### config.mk
export PLATFORM = sky130hd
export DESIGN_NAME = round_ctrl
export DESIGN_NICKNAME = d
export VERILOG_FILES = /design/src/rtl/round_ctrl.sv
export SDC_FILE = /design/constraint.sdc
export NUM_CORES = 1
export LEC_CHECK = 0
export CORE_MARGIN = 2
export CORE_UTILIZATION = 60
export DETAILED_ROUTE_END_ITERATION = 8
export PLACE_DENSITY = 0.79
export SETUP_SLACK_MARGIN = 0.02
export SYNTH_ARGS = -nofsm -noshare
export SYNTH_HDL_FRONTEND = slang
export SYNTH_SLANG_ARGS = --single-unit
### constraint.sdc
create_clock -name clk -period 3 [get_ports clk]
set_input_delay 0.3 -clock clk [delete_from_list [all_inputs] [get_ports clk]]
set_output_delay 0.3 -clock clk [all_outputs]
set_load 0.1 [all_outputs]
### src/rtl/round_ctrl.sv
// round_ctrl: sequences one tug-of-war round. Holds the go light off for a
// pseudo-random delay, detects the first push (including jumped lights),
// reports it with a one-cycle winrnd, then waits for release + cool-down.
module round_ctrl #(
    parameter int          TICK_DIV  = 1000,
    parameter int          DLY_MIN   = 16,
    parameter int          DLY_RND_W = 6,
    parameter int          LIGHT_TO  = 255,
    parameter int          COOL      = 32,
    parameter logic [7:0]  LFSR_SEED = 8'hA5
) (
    input  logic       clk,
    input  logic       rst_n,
    input  logic       pbl,
    input  logic       pbr,
    input  logic       game_over,
    output logic       leds_on,
    output logic       winrnd,
    output logic       right,
    output logic       tie,
    output logic [2:0] state_dbg
);
    localparam int PW = (TICK_DIV > 1) ? $clog2(TICK_DIV) : 1;
    localparam int CW = 16;

    typedef enum logic [2:0] {
        S_WAIT    = 3'd0,
        S_LIT     = 3'd1,
        S_REPORT  = 3'd2,
        S_RELEASE = 3'd3,
        S_OVER    = 3'd4
    } state_t;

    state_t          state, next_state;
    logic [2:0]      l_sync, r_sync;   // [0]=s1, [1]=s2, [2]=s3 (edge flop)
    logic            rise_l, rise_r, rise_any;
    logic [PW-1:0]   pre_cnt;
    logic            tick;
    logic [7:0]      lfsr;
    logic [CW-1:0]   dly_cnt, to_cnt, cool_cnt, dly_load;
    logic            cap_leds;

    assign rise_l    = l_sync[1] & ~l_sync[2];
    assign rise_r    = r_sync[1] & ~r_sync[2];
    assign rise_any  = rise_l | rise_r;
    assign tick      = (pre_cnt == PW'(TICK_DIV - 1));
    assign dly_load  = CW'(DLY_MIN) + CW'(lfsr[DLY_RND_W-1:0]);
    assign state_dbg = state;

    // Button synchronisers plus the edge-detect flop
    always_ff @(posedge clk or negedge rst_n) begin
        if (!rst_n) begin
            l_sync <= '0;
            r_sync <= '0;
        end else begin
            l_sync <= {l_sync[1:0], pbl};
            r_sync <= {r_sync[1:0], pbr};
        end
    end

    // Free-running tick prescaler, independent of FSM state
    always_ff @(posedge clk or negedge rst_n) begin
        if (!rst_n)      pre_cnt <= '0;
        else if (tick)   pre_cnt <= '0;
        else             pre_cnt <= pre_cnt + 1'b1;
    end

    // Fibonacci LFSR x^8+x^6+x^5+x^4+1, steps every clock
    always_ff @(posedge clk or negedge rst_n) begin
        if (!rst_n) lfsr <= LFSR_SEED;
        else        lfsr <= {lfsr[6:0], lfsr[7] ^ lfsr[5] ^ lfsr[4] ^ lfsr[3]};
    end

    // State register
    always_ff @(posedge clk or negedge rst_n) begin
        if (!rst_n) state <= S_WAIT;
        else        state <= next_state;
    end

    // Next-state and light/pulse outputs
    always_comb begin
        next_state = state;
        leds_on    = 1'b0;
        winrnd     = 1'b0;
        case (state)
            S_WAIT: begin
                if (rise_any)                     next_state = S_REPORT;
                else if (tick && dly_cnt == CW'(1)) next_state = S_LIT;
            end
            S_LIT: begin
                leds_on = 1'b1;
                // A push in the same cycle as the timeout wins over the timeout
                if (rise_any || (tick && to_cnt == CW'(1))) next_state = S_REPORT;
            end
            S_REPORT: begin
                winrnd     = 1'b1;
                leds_on    = cap_leds;
                next_state = S_RELEASE;
            end
            S_RELEASE: begin
                if (!l_sync[1] && !r_sync[1] && tick && cool_cnt == CW'(1))
                    next_state = game_over ? S_OVER : S_WAIT;
            end
            S_OVER:  next_state = S_OVER;
            default: next_state = S_WAIT;
        endcase
    end

    // Round counters and the captured result qualifiers
    always_ff @(posedge clk or negedge rst_n) begin
        if (!rst_n) begin
            dly_cnt  <= CW'(DLY_MIN) + CW'(LFSR_SEED[DLY_RND_W-1:0]);
            to_cnt   <= '0;
            cool_cnt <= '0;
            cap_leds <= 1'b0;
            right    <= 1'b0;
            tie      <= 1'b0;
        end else begin
            case (state)
                S_WAIT: begin
                    if (rise_any) begin
                        cap_leds <= 1'b0;
                        right    <= rise_r & ~rise_l;
                        tie      <= rise_l & rise_r;
                    end else if (tick) begin
                        if (dly_cnt == CW'(1)) to_cnt  <= CW'(LIGHT_TO);
                        else                   dly_cnt <= dly_cnt - 1'b1;
                    end
                end
                S_LIT: begin
                    if (rise_any) begin
                        cap_leds <= 1'b1;
                        right    <= rise_r & ~rise_l;
                        tie      <= rise_l & rise_r;
                    end else if (tick) begin
                        if (to_cnt == CW'(1)) begin
                            cap_leds <= 1'b1;
                            right    <= 1'b0;
                            tie      <= 1'b1;
                        end else begin
                            to_cnt <= to_cnt - 1'b1;
                        end
                    end
                end
                S_REPORT: cool_cnt <= CW'(COOL);
                S_RELEASE: begin
                    // Holding either button keeps the cool-down reloaded
                    if (l_sync[1] || r_sync[1]) cool_cnt <= CW'(COOL);
                    else if (tick) begin
                        if (cool_cnt == CW'(1)) dly_cnt  <= dly_load;
                        else                    cool_cnt <= cool_cnt - 1'b1;
                    end
                end
                S_OVER: ;
                default: dly_cnt <= dly_load;
            endcase
        end
    end
endmodule

==> impl_metrics.toml <==
[run_status]
status = "finished clean"

[setup_path]
end_kind = "register"
worstPathArrival_ns = 3.01
critPathRequiredTime_ns = 3.27
startpoint_type = "register"
critPathKind = "register to register"
cp_max_fo = 11

[synthesis]
synthArstFlopShare_pct = 100
synth_fp_nets = 446
synth_top_cell_by_area = "dfrtp_1"
synth_commonest_cells = "dfrtp_1 (70), nor2_1 (59), o21ai_0 (32)"
yosysTopAreaCellShare_pct = 43.4
synthTopCellsByArea = "dfrtp_1 (43%), nor2_1 (5.5%), dfstp_2 (5.2%), xnor2_1 (4.8%), o21ai_0 (4.0%)"
synth_cells = 430
syn_area_per_cell_um2 = 9.38
syn_area_um2 = 4030
synth_seq_cells = 78
synth-main-ff-cell = "dfrtp_1"
yosysUniqueCellTypes = 54
synth_edf_count = 0
seq_area_frac_synth_pct = 48.6
yosysWarnings = 0
yosysMostFrequentCell = "dfrtp_1"

[floorplanning]
die_x_um = 86.0
design.core.area_um2 = 6420
row_count = 29
initial_core_util_pct = 62.8
floorplan.die_area_um2 = 7400
die_h_um = 86.0
boundaryPins = 12

[grt]
antenna_found_initial = 0
grt-ovfl-total = 0
grt_max_degree = 79
grt_pass1_wl_um = 14600
grt_pass1_vias = 3162
grt_util_all_layers_pct = 24.8

[cts]
post-cts-setup-buffer-count = 0
hold_buffers = 0
cts_max_level = 3
cts-root-buf = "clkbuf_8"
cts.sinks = 78
clk_pin_slew_ns = 0.08
clock_latency_ns = 0.35
cts_tree = "built"
cts_resized = 0
clockBufferDepth = 2
cts_buffers = 9

[sta]
tightest_slew_ns = 0.945
drv_slew = 0
tns_ns = 0
finClkSkew_ns = 0.0112
period_share_pct = 91.5
rsz0062_at_grt = "no"
setup_violations = 0
hold_viol_final = 0
slew_headroom_pct = 37.0
fmax_mhz = 364
min_period_ns = 2.75

[final_layout]
final_cells = 533
final_nets = 467
drive_gt1_share_pct = 12.3
nFillCells = 504
syn_to_final_growth_pct = 10.6
num_antenna_cells = 0

[routing]
dr.pass1.iters = 4
drt_iter0_drc = 256
drtAntennaViolNets = 0
vias_per_cell = 6.10
drc = 0
routedWlPerCell_um = 15.8
wl_um = 8430
vias = 3253

[pwr]
power_mw = 2.18
p_leak_nw = 2.01
vdd_drop_max_mv = 0.281
powerDensity_nw_per_um2 = 489

[placed_design]
gp_congestion = 0.850
dp_cells = 517
hpwl_um = 5860
numPortBuffers = 11

[worst_hold_path]
hp-class = "input pin to asynchronous set/reset pin"

[job]
max-cap-violations = 0
final cells by class:
cell class / instances / area [µm²] / area share [%]
Sequential cell: 78 / 1960 / 44.0
Clock buffer: 11 / 131 / 2.94
Tap cell: 77 / 96.3 / 2.16
Clock inverter: 5 / 58.8 / 1.32
Inverter: 15 / 56.3 / 1.26
Multi-Input combinational cell: 322 / 1960 / 44.0
Timing Repair Buffer: 25 / 195 / 4.37
sequential cells by signal, indices dropped and copies added (netlist names):
signal,count
cool_cnt,16
dly_cnt,16
to_cnt,16
pre_cnt,10
lfsr,8
l_sync,3
r_sync,3
state_dbg,3
cap_leds,1
right,1
tie,1
path summary, 6_finish.rpt:
check | start | end | slack [ns] | cells after the start
worst max-delay path | pre_cnt[0]$_DFF_PN0_ | dly_cnt[9]$_DFFE_PN0P_ | 0.25 | 7
worst min-delay path | rst_n | pre_cnt[8]$_DFF_PN0_ | 0.09 | 1
worst max register to register | pre_cnt[0]$_DFF_PN0_ | dly_cnt[9]$_DFFE_PN0P_ | 0.25 | 7
worst min register to register | lfsr[6]$_DFF_PN0_ | lfsr[7]$_DFF_PN1_ | 0.36 | 0
max in group asynchronous | rst_n | lfsr[6]$_DFF_PN0_ | 2.30 | 1
min in group clk | lfsr[6]$_DFF_PN0_ | lfsr[7]$_DFF_PN1_ | 0.36 | 0
logic make-up after synthesis:
kind of cell	Yosys count	synth area share (%)
XOR/XNOR	27	5.86
AO/OA/AOI/OAI	89	14.0
adder cells (fa/ha/maj)	11	3.41
multiplexers	2	0.527
buffers and inverters	30	2.92
flip-flops	78	48.6
AND/OR/NAND/NOR	193	24.7
routing by layer:
metal / share of wire [%] / up-vias / routed length (µm) / track usage [%]
met4: 0.55 / 0 / 46 / 7.94
met2: 48 / 83 / 4060 / 40.5
met5: 0 / - / 0 / 0
li1: - / 1592 / - / -
met1: 47 / 1572 / 3950 / 33.8
met3: 4.4 / 6 / 368 / 4.43
cells in the final DEF, fill, tap and decap left out, types with 5 or more instances in the layout:
| cell type | instances |
|---|---|
| xnor2_1 | 22 |
| a21oi_1 | 18 |
| dfrtp_1 | 70 |
| ha_1 | 11 |
| clkbuf_8 | 9 |
| nor2_1 | 59 |
| inv_1 | 15 |
| nand2_1 | 28 |
| nor4_1 | 17 |
| o21ai_0 | 32 |
| or4_1 | 7 |
| buf_4 | 22 |
| nand3_1 | 10 |
| dfstp_2 | 8 |
| xor2_1 | 5 |
| a31oi_1 | 8 |
| or3_1 | 11 |
| nor3_1 | 22 |
| nand2b_1 | 5 |
worst max-delay path, stage by stage, from the launching register on:
cell	delay [ns]
dfrtp_1	0.39
ha_1	0.24
nand4b_1	0.21
or3_1	0.47
o311a_4	0.44
or3_4	0.40
or3_1	0.36
a21oi_1	0.15
where the power goes:
group          switching (mW)  internal, mW
combinational           0.164         0.110
sequential             0.0452          1.10
clock                   0.376         0.386
per-stage QoR:
stage,cell area (µm²),setup slack [ns],hold slack [ns],util [%]
floorplan,4040,0.109,0.00441,-
global placement,4270,0.256,0.333,66.5
detailed placement,4270,0.213,0.342,66.5
CTS,4460,0.179,0.121,69.4
global route,4460,0.103,0.176,69.5
finish,4460,0.254,0.0944,69.5
Note: power is estimated with default switching activity, not from simulation.
